$ cat src/rtl/spi_slave_cmd_parser.sv
// SPI slave command parser, sclk domain.
// Decodes the command / address / payload words coming out of the receive
// shifter, reprograms the shifter's next word length, and issues write, read
// and config-register-write requests toward the bus-side CDC FIFOs.
//
// Ports:
//   sclk, rstn          SPI clock (rising edge) / async active-low reset (~cs & sys_rstn)
//   rx_data[31:0]       completed shifter word, valid with rx_data_ready
//   rx_data_ready       last bit of the current word is on the line this cycle
//   rx_counter[7:0]     next word length minus 1 (combinational)
//   rx_counter_upd      load rx_counter into the shifter (combinational)
//   dummy_cycles[7:0]   read turnaround length in bits, 0 = none
//   wr_valid/wr_ready   write request pulse / write FIFO not full
//   wr_addr, wr_data    write request payload, held until the next write
//   rd_req, rd_addr     read request pulse and address
//   reg_wr_valid/_data  config register write pulse and value
//   wr_overflow         sticky: a write word was dropped on a full FIFO
//   cmd_err             sticky: unknown opcode received
module spi_slave_cmd_parser #(
    parameter int unsigned ADDR_WIDTH = 32,
    parameter logic [7:0]  CMD_WRITE  = 8'h02,
    parameter logic [7:0]  CMD_READ   = 8'h0B,
    parameter logic [7:0]  CMD_WRREG  = 8'h11
) (
    input  logic                  sclk,
    input  logic                  rstn,
    input  logic [31:0]           rx_data,
    input  logic                  rx_data_ready,
    output logic [7:0]            rx_counter,
    output logic                  rx_counter_upd,
    input  logic [7:0]            dummy_cycles,
    output logic                  wr_valid,
    input  logic                  wr_ready,
    output logic [ADDR_WIDTH-1:0] wr_addr,
    output logic [31:0]           wr_data,
    output logic                  rd_req,
    output logic [ADDR_WIDTH-1:0] rd_addr,
    output logic                  reg_wr_valid,
    output logic [7:0]            reg_wr_data,
    output logic                  wr_overflow,
    output logic                  cmd_err
);

    localparam logic [7:0] LEN_WORD = 8'd31;
    localparam logic [7:0] LEN_BYTE = 8'd7;

    typedef enum logic [2:0] {
        ST_CMD     = 3'd0,
        ST_ADDR    = 3'd1,
        ST_WDATA   = 3'd2,
        ST_DUMMY   = 3'd3,
        ST_REGDATA = 3'd4,
        ST_DONE    = 3'd5
    } state_e;

    state_e                state_q, state_d;
    logic                  is_read_q, is_read_d;
    logic [ADDR_WIDTH-1:0] addr_q, addr_d;
    logic                  wr_valid_q, wr_valid_d;
    logic [ADDR_WIDTH-1:0] wr_addr_q, wr_addr_d;
    logic [31:0]           wr_data_q, wr_data_d;
    logic                  rd_req_q, rd_req_d;
    logic [ADDR_WIDTH-1:0] rd_addr_q, rd_addr_d;
    logic                  reg_wr_valid_q, reg_wr_valid_d;
    logic [7:0]            reg_wr_data_q, reg_wr_data_d;
    logic                  wr_overflow_q, wr_overflow_d;
    logic                  cmd_err_q, cmd_err_d;

    logic [7:0]            cmd;
    logic [ADDR_WIDTH-1:0] rx_addr;
    logic                  cmd_is_mem;

    assign cmd        = rx_data[7:0];
    assign rx_addr    = rx_data[ADDR_WIDTH-1:0];
    assign cmd_is_mem = (cmd == CMD_WRITE) || (cmd == CMD_READ);

    // State register
    always_ff @(posedge sclk or negedge rstn) begin
        if (!rstn) begin
            state_q <= ST_CMD;
        end else begin
            state_q <= state_d;
        end
    end

    // Next-state logic: only a completed word advances the parser
    always_comb begin
        state_d = state_q;
        if (rx_data_ready) begin
            unique case (state_q)
                ST_CMD: begin
                    if (cmd_is_mem)              state_d = ST_ADDR;
                    else if (cmd == CMD_WRREG)   state_d = ST_REGDATA;
                    else                         state_d = ST_DONE;
                end
                ST_ADDR: begin
                    if (!is_read_q)              state_d = ST_WDATA;
                    else if (dummy_cycles != '0) state_d = ST_DUMMY;
                    else                         state_d = ST_DONE;
                end
                ST_DUMMY:   state_d = ST_DONE;
                ST_REGDATA: state_d = ST_DONE;
                default:    state_d = state_q;
            endcase
        end
    end

    // Output / datapath logic; shifter reload is combinational, requests are registered next cycle
    always_comb begin
        rx_counter     = '0;
        rx_counter_upd = 1'b0;
        is_read_d      = is_read_q;
        addr_d         = addr_q;
        wr_valid_d     = 1'b0;
        wr_addr_d      = wr_addr_q;
        wr_data_d      = wr_data_q;
        rd_req_d       = 1'b0;
        rd_addr_d      = rd_addr_q;
        reg_wr_valid_d = 1'b0;
        reg_wr_data_d  = reg_wr_data_q;
        wr_overflow_d  = wr_overflow_q;
        cmd_err_d      = cmd_err_q;
        if (rx_data_ready) begin
            unique case (state_q)
                ST_CMD: begin
                    is_read_d = (cmd == CMD_READ);
                    if (cmd_is_mem) begin
                        rx_counter_upd = 1'b1;
                        rx_counter     = LEN_WORD;
                    end else if (cmd == CMD_WRREG) begin
                        rx_counter_upd = 1'b1;
                        rx_counter     = LEN_BYTE;
                    end else begin
                        cmd_err_d = 1'b1;
                    end
                end
                ST_ADDR: begin
                    addr_d = rx_addr;
                    if (!is_read_q) begin
                        rx_counter_upd = 1'b1;
                        rx_counter     = LEN_WORD;
                    end else if (dummy_cycles != '0) begin
                        rx_counter_upd = 1'b1;
                        rx_counter     = dummy_cycles - 8'd1;
                    end else begin
                        rd_req_d  = 1'b1;
                        rd_addr_d = rx_addr;
                    end
                end
                ST_DUMMY: begin
                    rd_req_d  = 1'b1;
                    rd_addr_d = addr_q;
                end
                ST_WDATA: begin
                    // Address advances even for dropped words so the burst stays aligned
                    addr_d = addr_q + ADDR_WIDTH'(4);
                    if (wr_ready) begin
                        wr_valid_d = 1'b1;
                        wr_addr_d  = addr_q;
                        wr_data_d  = rx_data;
                    end else begin
                        wr_overflow_d = 1'b1;
                    end
                end
                ST_REGDATA: begin
                    reg_wr_valid_d = 1'b1;
                    reg_wr_data_d  = rx_data[7:0];
                end
                default: ;
            endcase
        end
    end

    // Datapath and request registers; reset also kills any pulse in flight
    always_ff @(posedge sclk or negedge rstn) begin
        if (!rstn) begin
            is_read_q      <= 1'b0;
            addr_q         <= '0;
            wr_valid_q     <= 1'b0;
            wr_addr_q      <= '0;
            wr_data_q      <= '0;
            rd_req_q       <= 1'b0;
            rd_addr_q      <= '0;
            reg_wr_valid_q <= 1'b0;
            reg_wr_data_q  <= '0;
            wr_overflow_q  <= 1'b0;
            cmd_err_q      <= 1'b0;
        end else begin
            is_read_q      <= is_read_d;
            addr_q         <= addr_d;
            wr_valid_q     <= wr_valid_d;
            wr_addr_q      <= wr_addr_d;
            wr_data_q      <= wr_data_d;
            rd_req_q       <= rd_req_d;
            rd_addr_q      <= rd_addr_d;
            reg_wr_valid_q <= reg_wr_valid_d;
            reg_wr_data_q  <= reg_wr_data_d;
            wr_overflow_q  <= wr_overflow_d;
            cmd_err_q      <= cmd_err_d;
        end
    end

    assign wr_valid     = wr_valid_q;
    assign wr_addr      = wr_addr_q;
    assign wr_data      = wr_data_q;
    assign rd_req       = rd_req_q;
    assign rd_addr      = rd_addr_q;
    assign reg_wr_valid = reg_wr_valid_q;
    assign reg_wr_data  = reg_wr_data_q;
    assign wr_overflow  = wr_overflow_q;
    assign cmd_err      = cmd_err_q;

endmodule
$ cat config.mk
export PLATFORM = sky130hd
export DESIGN_NAME = spi_slave_cmd_parser
export DESIGN_NICKNAME = d
export VERILOG_FILES = /design/src/rtl/spi_slave_cmd_parser.sv
export SDC_FILE = /design/constraint.sdc
export NUM_CORES = 1
export LEC_CHECK = 0
export CAP_MARGIN = 20
export CORE_UTILIZATION = 55
export CTS_CLUSTER_DIAMETER = 150
export DETAILED_ROUTE_END_ITERATION = 6
export PLACE_DENSITY = 0.86
export SLEW_MARGIN = 20
export SYNTH_ARGS = -nofsm -noshare
export SYNTH_HDL_FRONTEND = slang
export SYNTH_SLANG_ARGS = --single-unit
$ cat constraint.sdc
create_clock -name sclk -period 3.75 [get_ports sclk]
set_clock_uncertainty 0.2 [all_clocks]
set_input_delay 0.75 -clock sclk [delete_from_list [all_inputs] [get_ports sclk]]
set_output_delay 0.75 -clock sclk [all_outputs]
set_load 0.01 [all_outputs]
== After elaboration in Yosys (flattened, before gate mapping) ==
Cells that the tools add are included.
Word-level totals
  bits in registers: 145
  input port bits: 44
  output and inout bits: 118
  word-level logic and storage cells: 71
Cells by class
  add/sub/neg operators: 2
  eq/ne operators: 9
  muxes and demuxes: 30
  bitwise operators: 3
  reductions and logical operators: 15
Operators by type and width (count)
  $pmux W32 S2: 2
  $mux W32: 2
  $add A32 B3 Y32 const B: 1
  $mux W8: 3
  $pmux W8 S2: 1
  $mux W1: 14
  $mux W3: 4
  $pmux W3 S3: 1
  $eq A8 B2 Y1 const B: 1
  $eq A8 B4 Y1 const B: 1
  $eq A8 B5 Y1 const B: 1
  $reduce_and A2 Y1: 4
  $reduce_and A4 Y1: 2
  $reduce_bool A8 Y1: 1
  $sub A8 B1 Y8 const B: 1
  $eq A3 B2 Y1 const B: 2
  $reduce_and A3 Y1: 2
  $mux W5: 1
  $ne A2 B2 Y1 const B: 2
  $pmux W1 S2: 2
  $reduce_bool A2 Y1: 2
  $eq A3 B1 Y1 const B: 1
  $eq A3 B3 Y1 const B: 1
  $logic_not A3 Y1: 1
  4 further kinds: 6

== Logic depth before layout (Yosys ltp) ==
Gate-level depths: netlist of run 1.
  word-level depth: 5
  gate-level depth with buffers: 7
  depth with buffers taken out: 6

== Worst setup path after synthesis of run 1 ==
No wires, ideal clock.
  path kind: input -> output
  start: input port dummy_cycles[0]
  end: output port rx_counter[4]
  data arrival time: 1.946 ns
  data required time: 2.800 ns
  setup slack: 0.854 ns
  stages on the path: 5
  path buffers: 0
  cell sequence: inv_1 > ha_1 > or4b_2 > o211ai_1 > a22o_1
On the way
  longest elaborated chain between the ends: 5
  elaborated cells on any way between the ends: 6
  classes of those cells: add/sub (1); mux (4); reduce/logical (1)
RTL lines
  start: declaration: line 31  | input logic [7:0] dummy_cycles,
  $sub A8 B1 Y8 / $reduce_bool A8 Y1 (equally long branches): line 144, 142
  $mux W8 *: line 142  | end else if (dummy_cycles != '0) begin
  $mux W8 *: line 139  | if (!is_read_q) begin
  $pmux W8 S2 *: line 124  | unique case (state_q)
  $mux W8 *: line 123  | if (rx_data_ready) begin
  end: declaration: line 29  | output logic [7:0] rx_counter,
Mark *: on every way between the ends. The rest lies on a longest branch, timed or not.

== Final worst setup path of run 1 ==
  start: input port dummy_cycles[0]
  end: output port rx_counter_upd
On the way
  longest elaborated chain between the ends: 5
RTL lines
  $reduce_bool A8 Y1: line 142
  $mux W1: line 142
  $mux W1: line 139
  $pmux W1 S2: line 124
  $mux W1: line 123
  end: declaration: line 30  | output logic rx_counter_upd,
No other way between the ends.

==> results of run 1 <==
[where the power goes]
group	internal, mW	total (mW)	switching, mW
logic	0.655	1.16	0.506
clock network	1.03	1.68	0.657
registers	1.88	2.32	0.433
[worst max-delay path by stage]
stage | startpoint | endpoint | slack (ns) | depth (start not counted)
finish | dummy_cycles[0] | rx_counter_upd | 0.05 | 9
global route | dummy_cycles[0] | rx_counter_upd | -0.04 | 9
CTS | dummy_cycles[0] | rx_counter_upd | -0.03 | 9
detailed placement | dummy_cycles[0] | rx_counter[6] | -0.13 | 8
global placement | dummy_cycles[0] | rx_counter[4] | -0.06 | 7
floorplan | dummy_cycles[0] | rx_counter[4] | 0.85 | 5
[worst reg2reg max path: stages (launching register included)]
cell	delay, ns
sky130_fd_sc_hd__dfrtp_1	0.50
sky130_fd_sc_hd__ha_1	0.30
sky130_fd_sc_hd__nand4_2	0.27
sky130_fd_sc_hd__nor3_2	0.82
sky130_fd_sc_hd__a31oi_1	0.18
sky130_fd_sc_hd__a211o_1	0.33
[cells by family (layout without fill, tap and decap cells)]
logic type / Yosys count / in the layout
mux: 132 / 132
buf+inv: 56 / 239
fa+ha+maj: 2 / 2
simple gates: 178 / 178
compound gates: 105 / 105
xor+xnor: 6 / 6
flops: 145 / 145
[cell type report]
| cell class | instances | area (um^2) |
|---|---|---|
| tap | 172 | 215 |
| sequential | 145 | 3630 |
| inverter | 12 | 45.0 |
| clock inverter | 10 | 109 |
| timing repair buffer | 195 | 1880 |
| clock buffer | 22 | 474 |
| fill | 769 | 3030 |
| multi-input combinational | 423 | 3400 |
[sequential cells by signal (all words and copies together), names as in the netlist]
name and cells:
cmd_err 1, wr_data 32, rd_req 1, reg_wr_data 8
wr_addr 32, rd_addr 32, addr_q 32, wr_overflow 1
state_q 3, reg_wr_valid 1, is_read_q 1, wr_valid 1
[per-stage QoR]
| step | instances | instance area, um^2 |
|---|---|---|
| 6_report | 979 | 9750 |
| 5_1_grt | 979 | 9750 |
| 4_1_cts | 979 | 9700 |
| 3_5_place_dp | 947 | 9110 |
| 3_3_place_gp | 947 | 9110 |
| 2_1_floorplan | 624 | 7270 |
[cell usage in the layout (no fill, tap or decap), types with 11 or more instances in the layout]
master	Yosys	routed
sky130_fd_sc_hd__nand3_1	17	17
sky130_fd_sc_hd__nand2_1	64	63
sky130_fd_sc_hd__dfrtp_1	145	145
sky130_fd_sc_hd__buf_4	2	33
sky130_fd_sc_hd__nor2_1	24	24
sky130_fd_sc_hd__clkdlybuf4s50_1	0	154
sky130_fd_sc_hd__mux2_2	94	94
sky130_fd_sc_hd__mux2_1	24	24
sky130_fd_sc_hd__o21ai_0	23	23
sky130_fd_sc_hd__clkbuf_16	0	17
sky130_fd_sc_hd__inv_1	11	11
sky130_fd_sc_hd__a21oi_1	12	12
[metal layers]
metal,global-route usage [%],vias to the layer above,part of all wire (%)
met1,36.5,2956,41
met2,48.4,283,48
li1,-,2665,-
met4,13.1,0,2.9
met5,0,-,0
met3,7.26,59,7.6
[repair_timing]
item	in CTS	in global routing
hold buffers	0	0
resized for setup	6	8
pin swaps	1	1
setup endpoints to repair	8	4
==> qor.log, run 1 <==
INFO  sta            timing.hold.ws=0.242ns
INFO  worst_setup_path crit_path_max_fanout=4
INFO  worst_setup_path critPathTopFamily=buffers and inverters
INFO  layout         design.final.nets=840
INFO  die            std_cell_rows=41
INFO  layout         antenna_cell_count=0
INFO  die            initial_utilization=56.9%
INFO  drt            drt_initial_violations=377
INFO  synthesis      synth-seq-cells=145
INFO  die            floorplan.die.width=117um
INFO  synthesis      postSynthNetCount=670
INFO  sta            pnr_worst_setup_slack=0.0489ns
INFO  worst_setup_path cp.arrival=2.75ns
INFO  placed_design  pre_cts_slack=-0.134ns
INFO  drt            detail_route.drc_violations=0
INFO  synthesis      yosys.area.top_type=sky130_fd_sc_hd__dfrtp_1
INFO  pwr            leakage_dissipation=4.33nW
INFO  drt            firstDrtPassIters=5
INFO  sta            final.period_utilization=98.7%
INFO  min_path       min_path_type=in2async
INFO  clock_tree     cts_tree=built
INFO  clock_tree     postCtsSetupBuffers=0
INFO  global_routing global_route_wire_length_before_repair=30400um
INFO  synthesis      synth_simple_gate_area_share=13.7%
INFO  pwr            p_per_area=530mW/mm^2
INFO  worst_setup_path required=2.80ns
INFO  placed_design  numPortBuffers=161
INFO  clock_tree     cts-root-buf=sky130_fd_sc_hd__clkbuf_16
INFO  layout         final_core_utilization=76.3%
INFO  worst_setup_path critical-path-max-stage-delay=0.48ns
INFO  placed_design  hpwl=12900um
INFO  synthesis      avgSynthCellArea=11.7um^2
INFO  synthesis      synth_largest_type_area_fraction=49.9%
INFO  global_routing antenna_found_initial=0
INFO  synthesis      synth.mux.area_fraction=20.8%
INFO  synthesis      synth_top_family_by_area=multiplexers
INFO  clock_tree     clock_transition_at_the_registers_of_the_reported_paths=0.06ns
INFO  die            fp.dieH=117um
INFO  die            design.core.area=0.0128mm^2
INFO  drt            detail_route.wirelength=19000um
INFO  synthesis      synthAdderAreaFrac=0.344%
INFO  clock_tree     htree_levels=4
INFO  layout         area_growth_syn_to_layout=34.0%
INFO  worst_setup_path regToRegEndpoint=addr_q[30]
INFO  global_routing grt_pass1_vias=6003
INFO  sta            hold_viol_final=0
INFO  worst_setup_path crit_path_top_delay_cell=sky130_fd_sc_hd__clkdlybuf4s50_1
INFO  clock_tree     clkLatencyLatePin=0.43ns
INFO  synthesis      ys_seq_area_share=49.9%
INFO  synthesis      async_flop_share=100%
INFO  clock_tree     cts_made_buffers=17
INFO  drt            routed-via-count=5963
INFO  sta            finalMaxSlewViolations=0
INFO  drt            avgRoutedWirePerCell=19.4um
INFO  worst_setup_path r2r_setup_slack=1.03ns
INFO  sta            fin_crit=3.70ns
INFO  synthesis      yosys-top-cells-area=sky130_fd_sc_hd__dfrtp_1 (50%), sky130_fd_sc_hd__mux2_2 (15%), sky130_fd_sc_hd__mux2_1 (3.7%)
INFO  synthesis      ys_dominant_reg_cell=sky130_fd_sc_hd__dfrtp_1
INFO  sta            finalSetupViolations=0
INFO  worst_setup_path r2r_cells=5
INFO  worst_setup_path rr_startpoint=addr_q[2]
INFO  pwr            vdd_drop_max=0.000427V
INFO  sta            worstMarginPinSlew=0.946ns
INFO  clock_tree     cts_buffer_depth=2
INFO  synthesis      synth-compound-area-share=10.3%
INFO  worst_setup_path startpoint_type=primary input
INFO  synthesis      post-synth-top-count-cell=sky130_fd_sc_hd__dfrtp_1
INFO  worst_setup_path worst_setup_path_class=in2out
INFO  drt            vias_per_cell=6.09
INFO  clock_tree     clkSinkCount=145
INFO  synthesis      post_synth_most_frequent_cells=sky130_fd_sc_hd__dfrtp_1 (145), sky130_fd_sc_hd__mux2_2 (94), sky130_fd_sc_hd__nand2_1 (64)
INFO  worst_setup_path crit_buf_inv=5
INFO  synthesis      post_synthesis_xor_xnor_area_fraction=0.723%
INFO  worst_setup_path cp_cell_sequence=clkdlybuf4s50_1, inv_1, ha_1, buf_4, nor4b_4, a31oi_2, a31oi_4, inv_1, clkdlybuf4s50_1
INFO  synthesis      ys_warn_count=0
INFO  drt            ant_nets=0
INFO  status         status=finished clean
INFO  die            boundaryPins=162
INFO  worst_setup_path endpoint_kind_of_the_worst_setup_timing_path=output port
INFO  synthesis      synth_enable_flop_cells=0
INFO  synthesis      netlist-cell-type-count=73
INFO  pwr            totalPowerFinal=5.16mW
INFO  sta            rsz0062_at_grt=yes
INFO  synthesis      netlist_instances=624
INFO  synthesis      synth.cell_area=0.00727mm^2
INFO  global_routing grt.overflow.total=0
INFO  global_routing largest_net_degree_at_the_start_of_global_routing=106
INFO  die            overall_die_area=0.0137mm^2
INFO  placed_design  place_congestion=0.865
INFO  sta            timing.max_slew.rel_slack=36.9%
INFO  sta            max_clock_freq=270MHz
INFO  global_routing grtUsageTotal=29.2%
INFO  job            max_cap_viol_count=0
INFO  sta            tns=0ns
INFO  layout         drive_above_1_share=24.0%
Note: power is estimated with default switching activity, not from simulation.
==> run 2, diff against run 1 <==
==> constraint.sdc (replaced) <==
create_clock -name sclk -period 3.75 [get_ports sclk]
set_clock_uncertainty 0.2 [all_clocks]
set_input_delay 1.125 -clock sclk [delete_from_list [all_inputs] [get_ports sclk]]
set_output_delay 1.125 -clock sclk [all_outputs]
set_load 0.01 [all_outputs]
==> qor.log, run 2 (same netlist as run 1, synthesis figures left out) <==
INFO  status         status=finished with violations
INFO  status         failing_checks=negative setup slack
INFO  clock_tree     cts_tree=built
INFO  sta            fin_crit=3.83ns [+0.126 ns]
INFO  layout         area_growth_syn_to_layout=38.5%
INFO  job            max_cap_viol_count=0 [unchanged]
INFO  worst_setup_path r2r_setup_slack=0.97ns [-0.06 ns]
INFO  die            fp.dieH=117um [unchanged]
INFO  worst_setup_path critical_path_depth=7 [-2]
INFO  worst_setup_path crit_path_top_delay_cell=sky130_fd_sc_hd__or4b_4
INFO  worst_setup_path crit_path_end=rx_counter[4]
INFO  placed_design  numPortBuffers=161 [unchanged]
INFO  worst_setup_path required=2.42ns [-0.38 ns]
INFO  layout         final_core_utilization=78.8% [+2.5 points]
INFO  drt            ant_nets=0 [unchanged]
INFO  pwr            power.clock.fraction=34.3% [+1.7 points]
INFO  worst_setup_path startpoint_type=primary input
INFO  die            floorplan.die.width=117um [unchanged]
INFO  clock_tree     htree_levels=4 [unchanged]
INFO  drt            drt_initial_violations=431 [+14%]
INFO  layout         design.final.nets=861 [+2.5%]
INFO  worst_setup_path regToRegEndpoint=addr_q[18]
INFO  pwr            leakage_dissipation=4.51nW [+4.2%]
INFO  global_routing grt.overflow.total=0 [unchanged]
INFO  layout         layout_commonest_cell=sky130_fd_sc_hd__dfrtp_1
INFO  drt            firstDrtPassIters=5 [unchanged]
INFO  worst_setup_path worst_setup_path_class=in2out
INFO  layout         antenna_cell_count=0 [unchanged]
INFO  drt            avgRoutedWirePerCell=20.5um [+5.5%]
INFO  sta            hold_viol_final=0 [unchanged]
INFO  worst_setup_path endpoint_kind_of_the_worst_setup_timing_path=output port
INFO  worst_setup_path r2r_cells=5 [unchanged]
INFO  die            std_cell_rows=41 [unchanged]
INFO  worst_setup_path crit_start=dummy_cycles[0]
INFO  worst_setup_path critPathTopFamily=simple AND/OR/NAND/NOR gates
INFO  clock_tree     clkSinkCount=145 [unchanged]
INFO  die            initial_utilization=56.9% [unchanged]
INFO  global_routing antenna_found_initial=0 [unchanged]
INFO  pwr            p_per_area=533mW/mm^2 [+0.68%]
INFO  sta            final.period_utilization=102% [+3.4 points]
INFO  worst_setup_path cp.arrival=2.50ns [-0.25 ns]
INFO  die            boundaryPins=162 [unchanged]
INFO  pwr            share_comb_of_total_power=22.6% [about the same]
INFO  pwr            switching_share=29.9% [-0.98 points]
INFO  clock_tree     cts_made_buffers=17 [unchanged]
INFO  sta            finalMaxSlewViolations=0 [unchanged]
INFO  global_routing global_route_wire_length_before_repair=32200um [+5.6%]
INFO  placed_design  hpwl=13400um [+3.6%]
INFO  sta            pnr_worst_setup_slack=-0.0774ns [-0.126 ns]
INFO  global_routing grtUsageTotal=31.4% [+2.2 points]
INFO  sta            worstMarginPinSlew=0.975ns [+0.0290 ns]
INFO  drt            detail_route.wirelength=20500um [+7.8%]
INFO  clock_tree     clkLatencyLatePin=0.43ns [about the same]
INFO  sta            rsz0062_at_grt=yes
INFO  sta            timing.max_slew.rel_slack=34.6% [-2.3 points]
INFO  worst_setup_path crit_path_max_fanout=3 [-1]
INFO  worst_setup_path critical-path-max-stage-delay=0.49ns [about the same]
INFO  clock_tree     cts_buffer_depth=2 [unchanged]
INFO  drt            vias_per_cell=6.16 [+1.1%]
INFO  global_routing largest_net_degree_at_the_start_of_global_routing=74 [-30%]
INFO  drt            detail_route.drc_violations=0 [unchanged]
INFO  drt            routed-via-count=6155 [+3.2%]
INFO  worst_setup_path rr_startpoint=addr_q[2]
INFO  global_routing grt_pass1_vias=6340 [+5.6%]
INFO  placed_design  placed_instance_area=0.00926mm^2 [+1.6%]
INFO  placed_design  place_congestion=0.854 [-1.2%]
INFO  layout         design_area=0.0101mm^2 [+3.3%]
INFO  layout         most-common-layout-cells=sky130_fd_sc_hd__dfrtp_1 (145), sky130_fd_sc_hd__clkdlybuf4s50_1 (134), sky130_fd_sc_hd__mux2_2 (94), sky130_fd_sc_hd__nand2_1 (63), sky130_fd_sc_hd__buf_4 (46)
INFO  layout         drive_above_1_share=29.8% [+5.8 points]
INFO  pwr            vdd_drop_max=0.000433V [+1.5%]
INFO  min_path       min_path_type=reg2reg
INFO  pwr            sw_pwr=1.61mW [+0.72%]
INFO  clock_tree     cts-root-buf=sky130_fd_sc_hd__clkbuf_16
INFO  pwr            seqPwrFrac=43.1% [-1.8 points]
INFO  pwr            p_int=3.76mW [+5.5%]
INFO  worst_setup_path crit_buf_inv=3 [-2]
INFO  die            overall_die_area=0.0137mm^2 [unchanged]
INFO  die            design.core.area=0.0128mm^2 [unchanged]
INFO  sta            finalSetupViolations=3 [+3]
INFO  clock_tree     clock_transition_at_the_registers_of_the_reported_paths=0.05ns [about the same]
INFO  sta            max_clock_freq=261MHz [-3.3%]
INFO  worst_setup_path cp_cell_sequence=buf_8, inv_4, ha_4, or4b_4, o211ai_1, a22o_1, buf_2
-- run 2: changes by cell type in the layout (fill, tap and decap cells not counted), sizes merged --
cell | before | now
clkinvlp | 2 | 1
bufinv | 2 | 4
buf | 35 | 71
clkdlybuf4s15 | 0 | 2
clkdlybuf4s50 | 154 | 134
clkinv | 6 | 4
clkbuf | 22 | 26
-- run 2: power by group through the flow --
stage | clock network [mW] | logic, mW | registers, mW
CTS | 1.85 | 1.20 | 2.30
floorplan | 0 | 0.629 | 2.22
finish | 1.84 | 1.21 | 2.31
detailed placement | 0 | 1.17 | 2.31
global route | 1.93 | 1.31 | 2.37
global placement | 0 | 1.13 | 2.27
-- run 2: area by class of cell --
cell class / count / area, um^2
Fill cell: 742 / 2700
Timing Repair Buffer: 216 / 2040
Clock buffer: 23 / 498
Inverter: 12 / 50.0
Sequential cell: 145 / 3630
Multi-Input combinational cell: 423 / 3490
Tap cell: 172 / 215
Clock inverter: 9 / 151
-- run 2: worst min path at each step --
stage / endpoint / from / cells past startpoint / slack [ns]
after floorplan: addr_q[1] / addr_q[1] / 2 / 0.26
after global placement: cmd_err / cmd_err / 1 / 0.24
after detailed placement: cmd_err / cmd_err / 1 / 0.26
after CTS: cmd_err / cmd_err / 1 / 0.28
after global routing: wr_data[20] / wr_data[20] / 1 / 0.31
final: wr_data[24] / wr_data[24] / 1 / 0.29
-- run 2: per-stage QoR --
step | power (mW) | setup TNS [ns] | worst slack, ns | hold WS [ns] | instances
final | 5.37 | -0.142 | -0.0774 | 0.288 | 1000
after global routing | 5.60 | -0.356 | -0.0939 | 0.306 | 1000
after CTS | 5.35 | -0.118 | -0.118 | 0.276 | 998
after detailed placement | 3.48 | -7.12 | -0.958 | 0.256 | 962
after global placement | 3.40 | -6.39 | -0.855 | 0.241 | 962
after floorplan | 2.85 | 0 | 0.104 | 0.257 | 624
-- run 2: timing repair --
item | 4_1_cts | 5_1_grt
pin swaps | 19 | 9
endpoints found under the setup margin | 9 | 9
buffers inserted | 5 | 2
hold buffers | 0 | 0
gates resized for setup | 101 | 18
-- run 2: layer usage --
layer | GRT usage [%] | up-vias | wire, um
met5 | 0 | - | 0
met4 | 14.6 | 0 | 584
met3 | 8.86 | 67 | 1540
met2 | 52.1 | 348 | 10100
met1 | 38.1 | 3024 | 8270
li1 | - | 2716 | -
